`config.mk`:
```
export PLATFORM = sky130hd
export DESIGN_NAME = pipe_skid_reg
export DESIGN_NICKNAME = d
export VERILOG_FILES = /design/src/rtl/pipe_skid_reg.sv
export SDC_FILE = /design/constraint.sdc
export NUM_CORES = 1
export LEC_CHECK = 0
export ABC_AREA = 1
export BUFFER_PORTS_ARGS = -buffer_cell sky130_fd_sc_hd__buf_4
export CAP_MARGIN = 20
export CELL_PAD_IN_SITES_DETAIL_PLACEMENT = 0
export CELL_PAD_IN_SITES_GLOBAL_PLACEMENT = 2
export CORE_ASPECT_RATIO = 0.7
export CORE_MARGIN = 2
export CORE_UTILIZATION = 38
export DETAILED_ROUTE_END_ITERATION = 6
export HOLD_SLACK_MARGIN = 0.08
export PLACE_DENSITY_LB_ADDON = 0.08
export SETUP_SLACK_MARGIN = 0.2
export SYNTH_ARGS = -nofsm -noshare
export SYNTH_HDL_FRONTEND = slang
export SYNTH_SLANG_ARGS = --single-unit
```
`constraint.sdc`:
```
create_clock -name clk -period 6.1 [get_ports clk]
set_input_delay 0 -clock clk [delete_from_list [all_inputs] [get_ports clk]]
set_output_delay 0 -clock clk [all_outputs]
set_load 0.05 [all_outputs]
```
`src/rtl/pipe_skid_reg.sv`:
```
// Circular-buffer pipeline register with valid/ready handshakes on both sides.
// Ready and valid come from flops, so there is no combinational path between the two handshakes.
module pipe_skid_reg #(
  parameter int WIDTH = 64,
  parameter int DEPTH = 2
) (
  input  logic                     clk,
  input  logic                     reset,
  input  logic                     flush,
  input  logic                     in_valid,
  input  logic [WIDTH-1:0]         in_data,
  output logic                     in_ready,
  output logic                     out_valid,
  output logic [WIDTH-1:0]         out_data,
  input  logic                     out_ready,
  output logic [$clog2(DEPTH):0]   count
);

  localparam int PW = $clog2(DEPTH);
  localparam int CW = PW + 1;
  localparam logic [CW-1:0] FULL_COUNT = CW'(DEPTH);
  localparam logic [CW-1:0] ONE_COUNT  = CW'(1);
  localparam logic [PW-1:0] ONE_PTR    = PW'(1);

  logic [WIDTH-1:0] mem_r [DEPTH];
  logic [PW-1:0]    rd_ptr_r;
  logic [PW-1:0]    wr_ptr_r;
  logic [CW-1:0]    count_r;
  logic             in_ready_r;
  logic             out_valid_r;

  logic             push_s;
  logic             pop_s;
  logic [CW-1:0]    count_nxt_s;

  // Handshake decode and next occupancy; flush suppresses both transfers.
  always_comb begin
    push_s      = 1'b0;
    pop_s       = 1'b0;
    count_nxt_s = count_r;
    if (!flush) begin
      push_s = in_valid && in_ready_r;
      pop_s  = out_valid_r && out_ready;
    end else begin
      push_s = 1'b0;
      pop_s  = 1'b0;
    end
    case ({push_s, pop_s})
      2'b10:   count_nxt_s = count_r + ONE_COUNT;
      2'b01:   count_nxt_s = count_r - ONE_COUNT;
      default: count_nxt_s = count_r;
    endcase
  end

  // Pointers, occupancy and the registered ready/valid flags.
  always_ff @(posedge clk) begin
    if (reset || flush) begin
      rd_ptr_r    <= '0;
      wr_ptr_r    <= '0;
      count_r     <= '0;
      in_ready_r  <= 1'b1;
      out_valid_r <= 1'b0;
    end else begin
      if (push_s) begin
        wr_ptr_r <= wr_ptr_r + ONE_PTR;
      end
      if (pop_s) begin
        rd_ptr_r <= rd_ptr_r + ONE_PTR;
      end
      count_r     <= count_nxt_s;
      in_ready_r  <= (count_nxt_s != FULL_COUNT);
      out_valid_r <= (count_nxt_s != '0);
    end
  end

  // Payload storage; contents are not cleared, pointers make stale entries unreachable.
  always_ff @(posedge clk) begin
    if (push_s && !reset) begin
      mem_r[wr_ptr_r] <= in_data;
    end
  end

  assign in_ready  = in_ready_r;
  assign out_valid = out_valid_r;
  assign out_data  = mem_r[rd_ptr_r];
  assign count     = count_r;

endmodule

```
==> summary.md <==
| Metric | Value |
|---|---|
| Status | completed |
| Warnings from Yosys | 0 |
| Antenna diodes | 0 |
| Total setup buffers inserted after CTS | 0 |
| Filler Cells Inserted | 1100 |
| Number of buffers created by CTS | 17 |
| Synth Area in Compound Gates | 0.480% |
| Total area of multi-input combinational cells | 1080 sq um |
| Timing endpoint of the critical path | mem_r[1][29] |
| Vias post-DR | 2846 |
| Setup violators final | 0 |
| Synth unique cells | 18 |
| Static power due to leakage | 2.99 nW |
| Vias per std cell | 4.35 |
| Routed Antenna Nets | 0 |
| Leading cell type by number of instances after synthesis | sky130_fd_sc_hd__edfxtp_1 |
| DRC marker count from the first detailed-route iteration | 146 |
| Synth top area share | 73.7% |
| Syn-to-layout area delta | 47.0% |
| Input/output buffers | 136 |
| Worst-path clk slew | 0.06 ns |
| Area of placed instances | 6380 sq um |
| Clock Sinks | 135 |
| Sort of element at the start of the critical path | input pin |
| Top post-synthesis cells by area | sky130_fd_sc_hd__edfxtp_1, sky130_fd_sc_hd__mux2_4, sky130_fd_sc_hd__dfxtp_1 |
| Number of H-tree levels | 4 |
| Fraction of synthesized area in multiplexers | 18.1% |
| Die X | 144 microns |
| Post-route design area | 7670 sq um |
| Synth Instances | 238 |
| Arrival @ worst endpoint | 2.42 ns |
| Post-route DRC | 0 |
| CTS Root Cell | sky130_fd_sc_hd__clkbuf_16 |
| Net count after synthesis | 308 |
| Worst skew pair latency | 0.40 ns |
| Final total negative setup slack | 0 ns |
| CTS tree | built |
| CP Cell Sequence | dlygate4sd3_1, buf_4, nor2_2, dlygate4sd3_1, inv_1, nor3_2, buf_4 |
| Yosys reg bits | 135 |
| Type of the setup path with the least slack | input pin to flop |
| Core Footprint | 13300 sq um |
| Adder-cell share of the synthesized area | 0.240% |
| Fraction of the cycle the final worst path needs | 39.3% |
| Max Clock Freq | 0.417 GHz |
| Post-synth EDFFs | 128 |
| Reg2Reg Setup Slack | 4.27 ns |
| Die height | 102 microns |
| Data required time of the critical path | 6.12 ns |
| Class of the tightest hold or removal check | input pin to flop |
| Worst rel slew slack | 36.5% |
| Endpoint type of the worst setup path | flop |
| Initial antenna violation count | 0 |
| Library cell occupying the most area in the post-synthesis netlist | sky130_fd_sc_hd__edfxtp_1 |
| Worst flop-to-flop path endpoint | mem_r[1][29] |
| Post-CTS sizing | 0 |
| Vias in the first global route | 2952 |
| Area of the mapped netlist | 5220 sq um |
| R2R Path Start | in_ready |
| Number of slew-limit violations in the final report | 0 |
| Tmin final | 2.40 ns |
| Depth of the worst register-to-register path | 3 |
| Final layout net count | 528 |
| Post-Route Skew | 0.00733 ns |
| Max Buffers Root-to-Sink | 2 |
| Total of max-cap violations | 0 |
| Ratio of total power to cell area | 297 nW/um^2 |
| Leading cell types by count after synthesis | sky130_fd_sc_hd__edfxtp_1, sky130_fd_sc_hd__mux2_4, sky130_fd_sc_hd__inv_1, sky130_fd_sc_hd__dfxtp_1 |
| Maximum number of pins on one net before global-route repair | 65 |
| Placed wire-length estimate | 5820 microns |
| Post-synth top flop | sky130_fd_sc_hd__edfxtp_1 |
| Top-level port count | 137 |
| Largest fanout of any net on the critical path | 64 |
| Final Hold Vio Count | 0 |
| Critical path launch point | reset |
| Total detailed-routing wirelength | 9760 microns |
| Routed length per placed instance | 14.9 microns |
| Row count | 35 |
| RSZ-0062 raised after global routing | false |
| GP Congestion | 0.688 |
| Peak ir drop on the vdd network | 0.213 mV |
| Die area | 14700 sq um |
| Basic-gate share of the synthesized area counting and, or, nand and nor cells | 1.44% |
| Tot GR Track Use | 13.7% |
| Transition time at the pin with the least slew margin | 0.953 ns |
| Crit-path slowest cell | sky130_fd_sc_hd__buf_4 |
| Sequential Area | 3990 sq um |
| Post-synthesis async set-or-reset flop share | 0% |
| Wire length of the first global-routing pass | 14700 microns |
| Ratio of cells with drive above 1 in the final layout | 50.6% |
| Sequential area share after synthesis | 76.4% |
| Combinational family with the most area after synthesis | multiplexers |
| GRT overflow | 0 |
| Share of the synthesized netlist area taken by xor and xnor gates | 0.168% |
| Average instance area after synthesis | 21.9 sq um |
| Crit-path max cell delay | 0.69 ns |
| # hold bufs at CTS | 68 |
| DRT Pass-1 Iters | 4 |
| Effective utilization at floorplan | 39.3% |
[stage by stage]
step,hold slack [ns],std cells,util (%),total power [mW],worst slack [ns]
finish,0.150,655,57.8,2.28,3.70
global route,0.188,655,57.8,2.36,3.55
detailed placement,0.187,556,48.1,1.22,4.13
global placement,0.184,556,48.1,1.21,4.12
floorplan,0.0989,238,-,1.15,0.285
CTS,0.139,655,57.8,2.31,3.68
[worst max-delay path: cells and delay by family]
| family | cells | cell delay, ns |
|---|---|---|
| simple gates | 2 | 0.19 |
| buf+inv | 5 | 2.12 |
[state kept, by name, indices dropped and copies added (netlist names), named ones only]
name / flops
count: 2
in_ready: 1
mem_r: 128
out_valid: 1
rd_ptr_r: 1
wr_ptr_r: 1
[cell families (layout without fill, tap and decap cells)]
kind of cell,after synthesis,after routing
flip-flops,135,135
multiplexers,64,64
AND/OR/NAND/NOR,16,16
buffers and inverters,16,248
AO/OA/AOI/OAI,5,5
adder cells (fa/ha/maj),1,1
XOR/XNOR,1,1
[final cells by class]
class / instances / area share (%)
Clock buffer: 17 / 5.55
Clock inverter: 14 / 2.38
Inverter: 9 / 0.440
Multi-Input combinational cell: 87 / 14.0
Sequential cell: 135 / 52.0
Tap cell: 185 / 3.02
Timing Repair Buffer: 208 / 22.6
[worst min-delay path by stage]
stage | startpoint | to | slack [ns] | cells past startpoint
6_report | flush | in_ready | 0.15 | 5
5_1_grt | flush | in_ready | 0.19 | 5
4_1_cts | flush | in_ready | 0.14 | 5
3_5_place_dp | in_data[62] | mem_r[0][62] | 0.19 | 1
3_3_place_gp | in_data[32] | mem_r[0][32] | 0.18 | 1
2_1_floorplan | in_data[0] | mem_r[0][0] | 0.1 | 0
[cells in the final DEF (no fill, tap or decap), types with 6 or more instances in the layout]
cell                              n
sky130_fd_sc_hd__nand2_1          6
sky130_fd_sc_hd__dlygate4sd3_1   68
sky130_fd_sc_hd__mux2_4          60
sky130_fd_sc_hd__buf_4          140
sky130_fd_sc_hd__edfxtp_1       128
sky130_fd_sc_hd__clkbuf_16       17
sky130_fd_sc_hd__dfxtp_1          6
sky130_fd_sc_hd__inv_1            9
[report_power, final]
group          internal [mW]  leakage (nW)  switching [mW]
Sequential              1.03          1.22         0.00505
Combinational         0.0957          1.47          0.0977
Clock                  0.678         0.302           0.366
Total                   1.81          2.99           0.469
[routing by layer]
| metal | GRT usage [%] | wire [microns] | vias up |
|---|---|---|---|
| met4 | 5.43 | 78 | 0 |
| met1 | 17.9 | 4580 | 1393 |
| li1 | - | - | 1363 |
| met3 | 4.40 | 579 | 6 |
| met5 | 0 | 0 | - |
| met2 | 21.5 | 4530 | 84 |
Note: power is estimated with default switching activity, not from simulation.
